===== src/rtl/uart_pkg.sv =====
// Shared UART definitions: receiver FSM state encoding and frame geometry.
package uart_pkg;

  localparam int UART_DATA_BITS = 8;

  typedef enum logic [2:0] {
    IDLE,
    START,
    DATA,
    STOP,
    BREAK,
    WAIT_HIGH
  } rx_state_t;

endpackage


===== src/rtl/sync_fifo.sv =====
// Single-clock first-word-fall-through FIFO. The head entry is held in a
// register so rdata is stable while nothing is popped, and keeps its last
// value once the FIFO drains.
module sync_fifo #(
  parameter int Width = 8,
  parameter int Depth = 4
) (
  input  logic                   clk,
  input  logic                   rst,
  input  logic                   push,
  input  logic [Width-1:0]       wdata,
  input  logic                   pop,
  output logic [Width-1:0]       rdata,
  output logic                   full,
  output logic                   empty,
  output logic [$clog2(Depth):0] count
);

  localparam int PtrW   = $clog2(Depth);
  localparam int CountW = PtrW + 1;

  logic [Width-1:0]  mem_q [Depth];
  logic [PtrW-1:0]   rd_ptr_q, rd_ptr_d;
  logic [PtrW-1:0]   wr_ptr_q, wr_ptr_d;
  logic [CountW-1:0] count_q, count_d;
  logic [CountW-1:0] remain;
  logic [Width-1:0]  rdata_q, rdata_d;
  logic              do_push, do_pop;

  // Qualify push/pop, advance pointers and work out the next head byte.
  always_comb begin
    do_pop   = pop && (count_q != '0);
    // A push into a full FIFO is accepted only when a pop frees a slot this cycle.
    do_push  = push && ((count_q != CountW'(Depth)) || do_pop);
    rd_ptr_d = rd_ptr_q + PtrW'(do_pop);
    wr_ptr_d = wr_ptr_q + PtrW'(do_push);
    count_d  = count_q + CountW'(do_push) - CountW'(do_pop);
    remain   = count_q - CountW'(do_pop);
    rdata_d  = rdata_q;
    if (count_d != '0) begin
      // When nothing older remains, the byte being written becomes the head.
      rdata_d = (remain == '0) ? wdata : mem_q[rd_ptr_d];
    end
  end

  // Storage array write port; contents need no reset.
  always_ff @(posedge clk) begin
    if (do_push) begin
      mem_q[wr_ptr_q] <= wdata;
    end
  end

  // Pointer, occupancy and head register state.
  always_ff @(posedge clk) begin
    if (rst) begin
      rd_ptr_q <= '0;
      wr_ptr_q <= '0;
      count_q  <= '0;
      rdata_q  <= '0;
    end else begin
      rd_ptr_q <= rd_ptr_d;
      wr_ptr_q <= wr_ptr_d;
      count_q  <= count_d;
      rdata_q  <= rdata_d;
    end
  end

  assign rdata = rdata_q;
  assign count = count_q;
  assign full  = (count_q == CountW'(Depth));
  assign empty = (count_q == '0);

endmodule


===== src/rtl/uart_rx_fifo.sv =====
// UART 8N1 receiver with a small FWFT receive buffer. Detects framing
// errors, buffer overrun and line break (all-zero frame with a low stop bit).
module uart_rx_fifo
  import uart_pkg::*;
#(
  parameter int ClockDivider = 10,
  parameter int Depth        = 4
) (
  input  logic                   clk,
  input  logic                   rst,
  input  logic                   input_bit,
  output logic [7:0]             data_out,
  output logic                   data_valid,
  input  logic                   data_ready,
  output logic [$clog2(Depth):0] fifo_count,
  output logic                   break_received,
  output logic                   error
);

  localparam int CntW = $clog2(ClockDivider);

  logic                      rx_meta_q, rx_s_q;
  rx_state_t                 state_q, state_d;
  logic [CntW-1:0]           cnt_q, cnt_d;
  logic [2:0]                bit_idx_q, bit_idx_d;
  logic [UART_DATA_BITS-1:0] shift_q, shift_d;
  logic                      brk_q, brk_d;
  logic                      err_q, err_d;
  logic                      sample;
  logic                      push;
  logic                      pop;
  logic                      frame_err;
  logic                      fifo_full;
  logic                      fifo_empty;

  assign pop = data_valid && data_ready;

  // Two-flop synchroniser for the asynchronous serial line; idles high.
  always_ff @(posedge clk) begin
    if (rst) begin
      rx_meta_q <= 1'b1;
      rx_s_q    <= 1'b1;
    end else begin
      rx_meta_q <= input_bit;
      rx_s_q    <= rx_meta_q;
    end
  end

  // Next-state logic for the receive FSM, bit timer and shift register.
  always_comb begin
    state_d   = state_q;
    cnt_d     = cnt_q;
    bit_idx_d = bit_idx_q;
    shift_d   = shift_q;
    push      = 1'b0;
    frame_err = 1'b0;
    brk_d     = 1'b0;
    sample    = (cnt_q == '0);

    if (state_q == START || state_q == DATA || state_q == STOP) begin
      cnt_d = sample ? CntW'(ClockDivider - 1) : cnt_q - 1'b1;
    end

    case (state_q)
      IDLE: begin
        if (!rx_s_q) begin
          state_d = START;
          // Half a bit period puts every later sample in mid-bit.
          cnt_d   = CntW'(ClockDivider / 2 - 1);
        end
      end
      START: begin
        if (sample) begin
          if (!rx_s_q) begin
            state_d   = DATA;
            bit_idx_d = '0;
          end else begin
            state_d = IDLE;
          end
        end
      end
      DATA: begin
        if (sample) begin
          shift_d   = {rx_s_q, shift_q[UART_DATA_BITS-1:1]};
          bit_idx_d = bit_idx_q + 1'b1;
          if (bit_idx_q == 3'd7) begin
            state_d = STOP;
          end
        end
      end
      STOP: begin
        if (sample) begin
          if (rx_s_q) begin
            push    = 1'b1;
            state_d = IDLE;
          end else if (shift_q == '0) begin
            brk_d   = 1'b1;
            state_d = BREAK;
          end else begin
            frame_err = 1'b1;
            state_d   = WAIT_HIGH;
          end
        end
      end
      BREAK, WAIT_HIGH: begin
        // Hold here until the line returns high so a long low gives one report.
        if (rx_s_q) begin
          state_d = IDLE;
        end
      end
      default: state_d = IDLE;
    endcase

    // Overrun: a push into a full buffer with no simultaneous pop is dropped.
    err_d = frame_err || (push && fifo_full && !pop);
  end

  // Receive FSM state and registered status pulses.
  always_ff @(posedge clk) begin
    if (rst) begin
      state_q   <= IDLE;
      cnt_q     <= '0;
      bit_idx_q <= '0;
      shift_q   <= '0;
      brk_q     <= 1'b0;
      err_q     <= 1'b0;
    end else begin
      state_q   <= state_d;
      cnt_q     <= cnt_d;
      bit_idx_q <= bit_idx_d;
      shift_q   <= shift_d;
      brk_q     <= brk_d;
      err_q     <= err_d;
    end
  end

  sync_fifo #(
    .Width (UART_DATA_BITS),
    .Depth (Depth)
  ) u_fifo (
    .clk   (clk),
    .rst   (rst),
    .push  (push),
    .wdata (shift_q),
    .pop   (pop),
    .rdata (data_out),
    .full  (fifo_full),
    .empty (fifo_empty),
    .count (fifo_count)
  );

  assign data_valid     = !fifo_empty;
  assign break_received = brk_q;
  assign error          = err_q;

endmodule


===== config.mk =====
export PLATFORM = sky130hd
export DESIGN_NAME = uart_rx_fifo
export DESIGN_NICKNAME = d
export VERILOG_FILES = /design/src/rtl/uart_pkg.sv /design/src/rtl/sync_fifo.sv /design/src/rtl/uart_rx_fifo.sv
export SDC_FILE = /design/constraint.sdc
export NUM_CORES = 1
export LEC_CHECK = 0
export CAP_MARGIN = 5
export CORE_ASPECT_RATIO = 0.7
export CORE_MARGIN = 2
export CORE_UTILIZATION = 40
export CTS_BUF_LIST = sky130_fd_sc_hd__clkbuf_4 sky130_fd_sc_hd__clkbuf_8 sky130_fd_sc_hd__clkbuf_16
export CTS_CLUSTER_SIZE = 12
export DETAILED_ROUTE_END_ITERATION = 8
export HOLD_SLACK_MARGIN = 0.02
export PLACE_DENSITY = 0.68
export SLEW_MARGIN = 20
export SYNTH_ARGS = -nofsm -noshare
export SYNTH_HDL_FRONTEND = slang
export SYNTH_HIERARCHICAL = 1
export SYNTH_SLANG_ARGS = --single-unit

===== constraint.sdc =====
create_clock -name clk -period 8.7 [get_ports clk]
set_input_delay 2.61 -clock clk [delete_from_list [all_inputs] [get_ports clk]]
set_output_delay 2.61 -clock clk [all_outputs]
set_load 0.02 [all_outputs]

* Word level (Yosys, flattened, before mapping)
Memory sizes are Yosys's and may differ from the RTL's. Index checks and enable logic that the tools add are counted.
Word-level totals: bits in registers 37, latch bits 0, memory bits (writable) 32, memory bits (read-only) 0, input bits 4, output and inout port bits 14, logic and storage cells 90, memories kept 1
Operators by class: $add $sub $neg 7, multiply operators 0, div/mod/pow operators 0, order comparisons 0, eq/ne operators 15, shifts and indexed selects 0, muxes and demuxes 29, bitwise logic cells 2, reductions and logical operators 24
Memory list:
- u_fifo.mem_q | words 4, width 8, rd ports 1, clocked after memory_dff 0, write ports 1, line sync_fifo.sv:22 | logic [Width-1:0] mem_q [Depth];
Operators by type and width (count):
- two-way mux 3 bit | 10
- two-way mux 4 bit | 4
- one-hot mux 3 bit (5 select lines) | 1
- equality test 3 bit, second input constant | 4
- != test 2 bit, second input constant | 6
- two-way mux 1 bit | 11
- logical NOT 3 bit | 3
- logical NOT 8 bit | 1
- two-way mux 8 bit | 1
- equality test 3 x 2 -> 1 bit, second input constant | 2
- one-hot mux 3 bit (2 select lines) | 1
- AND reduction 6 bit | 1
- nonzero test 3 bit | 2
- subtractor 3 x 1 -> 3 bit | 2
- logical AND 1 bit | 5
- adder 2 x 1 -> 2 bit | 2
- logical NOT 4 bit | 1
- logical OR 1 bit | 4
- AND reduction 4 bit | 1
- OR reduction 4 bit | 1
- subtractor 4 x 1 -> 4 bit, second input constant | 1
- adder 3 x 1 -> 3 bit | 1
- adder 3 x 1 -> 3 bit, second input constant | 1
- equality test 3 x 1 -> 1 bit, second input constant | 1
- other kinds (8) | 10

* Logic depth before layout (Yosys ltp)
word-level depth 9, gate-level depth with buffers 14, depth with buffers taken out 12

* Cells and area by module
The synthesis kept the hierarchy.
By module, submodules not included:
- sync_fifo | times used 1, cells an instance 118, area an instance 1950.6 um^2, seq. area each 1261.2 um^2
- uart_rx_fifo | times used 1, cells an instance 103, area an instance 987.2 um^2, seq. area each 440.4 um^2

* Least setup slack after synthesis
OpenSTA, ideal clock, no wires.
kind input-to-reg, start input port data_ready, end register u_fifo.rdata_q[0], in the netlist u_fifo/rdata[0], setup time 143 ps, arrival 4864 ps, data required time 8557 ps, setup slack 3693 ps, stages 11, buffers on the path 2, cells stage by stage nor2b_1 -> o21ai_0 -> o21ai_0 -> ha_1 -> fa_1 -> xnor3_1 -> or3_1 -> buf_6 -> buf_12 -> nor2_1 -> a211oi_2
On the way: word-level cells in the longest chain between the ends 7, elaborated cells on any way between the ends 12
RTL lines:
- start, declared | line uart_rx_fifo.sv:14 | input logic data_ready,
- logical AND 1 bit * | line uart_rx_fifo.sv:36 | assign pop = data_valid && data_ready;
- logical AND 1 bit * | line sync_fifo.sv:32 | do_pop = pop && (count_q != '0);
- logical OR 1 bit | line sync_fifo.sv:34 | do_push = push && ((count_q != CountW'(Depth)) || do_pop);
- logical AND 1 bit | line sync_fifo.sv:34
- adder 3 x 1 -> 3 bit | line sync_fifo.sv:37 | count_d = count_q + CountW'(do_push) - CountW'(do_pop);
- subtractor 3 x 1 -> 3 bit | line sync_fifo.sv:37
- nonzero test 3 bit | line sync_fifo.sv:40 | if (count_d != '0) begin
- end signal, assigned | line sync_fifo.sv:64 | rdata_q <= rdata_d;
- end, declared | line sync_fifo.sv:27 | logic [Width-1:0] rdata_q, rdata_d;
Every way passes the cells marked *; elsewhere a longest branch is shown, timed or not. A chain may end at the register's enable or synchronous reset.

* Worst setup path in the final report
start input port data_ready, end register u_fifo.rdata_q[5], in the netlist u_fifo/rdata[5]
On the way: word-level cells in the longest chain between the ends 7, elaborated cells on any way between the ends 12
RTL lines:
- logical AND 1 bit * | line uart_rx_fifo.sv:36
- named net pop | line uart_rx_fifo.sv:31 | logic pop;
- logical AND 1 bit * | line sync_fifo.sv:32
- logical OR 1 bit | line sync_fifo.sv:34
- logical AND 1 bit | line sync_fifo.sv:34
- adder 3 x 1 -> 3 bit | line sync_fifo.sv:37
- subtractor 3 x 1 -> 3 bit | line sync_fifo.sv:37
- nonzero test 3 bit | line sync_fifo.sv:40
Mark *: on every way through the listed nets, which the timed path passes. The rest lies on a longest branch.

==> flow_summary.json <==
{
  "min_period_ps": 5498,
  "seqPwrFrac": 0.541,
  "crit_required_ps": 8890,
  "synth-xor-area-share": 0.02257,
  "rsz0062_at_grt": "no",
  "synthCells": 221,
  "synth_flop_cell": "dfxtp_1",
  "ant_nets": 0,
  "yosys.area_share.simple": 0.1256,
  "coreArea_um2": 7222,
  "worstPathCellList": "clkdlybuf4s50_1, nor2b_1, o21ai_0, o21ai_0, ha_1, fa_1, xnor3_1, or3_1, nor2_1, a211oi_2",
  "status": "finished clean",
  "post-route-util": 0.4686,
  "hp-class": "reg2reg",
  "final_common_cell": "dfxtp_1",
  "synth_top_family_by_area": "simple AND/OR/NAND/NOR gates",
  "startpoint_type": "input port",
  "post-cts-setup-buffer-count": 0,
  "path_clk_slew_ps": 70,
  "synth_fa_ha_area_frac": 0.03237,
  "muxShareOfSynthArea": 0.1227,
  "crit_top_cell": "o21ai_0",
  "dpl.hpwl_um": 3226,
  "io_pins": 18,
  "placed_area_um2": 3161,
  "cts_tree": "yes",
  "gr-usage-met2": 0.2272,
  "setup_viol": 0,
  "vias": 1704,
  "cp_slowest_cell": "or3_1",
  "swShare": 0.1985,
  "die_h_um": 75.70,
  "slew_headroom": 0.3833,
  "rows": 26,
  "ys_types": 48,
  "pwr-share-clk": 0.429,
  "setup_ws_ps": 3202,
  "wl_per_cell_um": 14.32,
  "setup_tns_ps": 0,
  "wirelength_um": 4927,
  "post-place-ws_ps": 2890,
  "drt_iter0_markers": 85,
  "areaGrowthSynthToFinish_pct": 15.20,
  "crit_type": "in2reg",
  "syn-cell-area_um2": 2938,
  "grt-ovfl-total": 0,
  "grt_pass1_wl_um": 8376,
  "p_sw_uw": 125.9,
  "grt_start_max_net_pins": 37,
  "vdd_drop_max_mv": 0.07209,
  "power_density_nw_per_um2": 187.4,
  "clkSinkCount": 69,
  "final_cell_mix": "dfxtp_1, edfxtp_1, nor2_1, mux2i_1, clkdlybuf4s50_1",
  "slew_viol_final": 0,
  "skew_ps": 10.10,
  "yosysWarnings": 6,
  "drive_above_1_share": 0.1870,
  "cts_buffer_depth": 2,
  "firstDrtPassIters": 4,
  "htreeDepth": 3,
  "io_buffers": 17,
  "nets": 252,
  "cts-root-buf": "clkbuf_8",
  "via_per_inst": 4.953,
  "diodes": 0,
  "start_util": 0.4068,
  "top_usage_layer": "met2",
  "final_area_um2": 3385,
  "route.detailed.drc": 0,
  "grt_pass1_vias": 1726,
  "period_share": 0.6319,
  "synth_compound_area_frac": 0.07325,
  "worstMarginPinSlew_ps": 921.9,
  "insertion_delay_ps": 330,
  "synthesis.nets": 232,
  "final_cells": 344,
  "internal-power_uw": 508.3,
  "grt_usage": 0.1405,
  "die_area_um2": 8057,
  "arrival_ps": 5690,
  "crit_path_max_incr_delay_ps": 620,
  "crit_fanout": 16,
  "syn_area_per_cell_um2": 13.29,
  "pwr-share-comb": 0.031,
  "leakagePower_nw": 1.221,
  "ctsHoldBuffers": 0,
  "grt_use_met1": 0.1765,
  "cts-resized-gates": 0,
  "ys_seq_elements": 69,
  "synth-edff-count": 32,
  "async_flop_share": 0,
  "cts_made_buffers": 9,
  "dp.cells": 328,
  "drv_cap": 0,
  "grt_antenna_before_repair": 0,
  "use_met3": 0.05218,
  "fmax_mhz": 181.9,
  "hold_viol_final": 0,
  "synth-seq-area-share": 0.5792,
  "place_congestion": 0.7186,
  "cp-end-kind": "flop",
  "dieWidth_um": 106.4
}
[state kept, by name, summed over array words and instances, names as in the netlist]
name and cells:
u_fifo/rdata 8, u_fifo/count 3, u_fifo/mem_q 32, rx_meta_q 1, u_fifo/wr_ptr_q 2, rx_s_q 1, bit_idx_q 3, u_fifo/rd_ptr_q 2
error 1, cnt_q 4, shift_q 8, break_received 1, state_q 3
[metal layers]
| layer | wire length (um) | part of all wire |
|---|---|---|
| met3 | 196 | 0.040 |
| met1 | 2482 | 0.50 |
| met4 | 27 | 0.0055 |
| met5 | 0 | 0 |
| met2 | 2221 | 0.45 |
[area by class of cell]
| type | instances | area [um^2] |
|---|---|---|
| clock buffers | 15 | 216.5 |
| repair buffers | 21 | 200.2 |
| clock inverters | 1 | 7.507 |
| multi-input cells | 132 | 1106 |
| fillers | 654 | 3837 |
| inverters | 8 | 30.03 |
| flip-flops and latches | 69 | 1702 |
| well taps | 98 | 122.6 |
[path summary, 6_finish.rpt]
kind               from              end  slack, ps  cells after the start
min           rx_meta_q           rx_s_q        410                      1
max reg2reg    cnt_q[0]  u_fifo/rdata[5]       4910                     12
max          data_ready  u_fifo/rdata[5]       3200                     10
min reg2reg   rx_meta_q           rx_s_q        410                      1
[logic make-up (layout without fill, tap and decap cells)]
family                   after synthesis  after routing
AO/OA/AOI/OAI                         25             25
XOR/XNOR                               6              6
adder cells (fa/ha/maj)                7              7
buffers and inverters                 20             45
flip-flops                            69             69
multiplexers                          26             26
AND/OR/NAND/NOR                       68             68
[Yosys cell counts (2+ instances only)]
cell	count	area [um^2]
ha_1	6	75.07
buf_6	4	45.04
nor3_1	4	20.02
edfxtp_1	32	960.9
buf_2	2	10.01
nor3b_1	2	15.01
or2_2	3	18.77
mux2i_1	18	180.2
xor2_1	2	17.52
a21oi_1	2	10.01
a22oi_1	2	15.01
nor2b_1	7	43.79
nor4b_1	2	17.52
nor2_1	29	108.9
dfxtp_1	37	740.7
o21ai_0	5	25.02
nand2b_1	3	18.77
inv_1	8	30.03
nand2_1	4	15.01
buf_1	2	7.510
xnor2_1	3	26.28
or4_1	3	22.52
and3_1	2	12.51
a211oi_2	8	100.1
mux4_2	8	180.2
[power groups by stage]
stage / sequential [mW] / clock [mW] / combinational, mW
finish: 0.343 / 0.272 / 0.0195
global route: 0.343 / 0.296 / 0.0222
CTS: 0.343 / 0.281 / 0.0197
detailed placement: 0.350 / 0 / 0.0196
global placement: 0.350 / 0 / 0.0194
floorplan: 0.348 / 0 / 0.0170
[worst max-delay path, delay by kind of cell]
kind	cells	cell delay (ps)
AOI/OAI and AO/OA	3	680
xor gates and xnor gates	1	380
adders and majority gates	2	590
buffers and inverters	1	390
and+or+nand+nor	3	1020
[metrics by stage]
step / power, mW / hold slack [ps]
after CTS: 0.6438 / 410.3
after detailed placement: 0.3697 / 392.3
after global placement: 0.3693 / 391.1
after floorplan: 0.3652 / 389.5
after global routing: 0.6619 / 423.8
final: 0.6342 / 409.2
(Power assumes the default switching activity.)
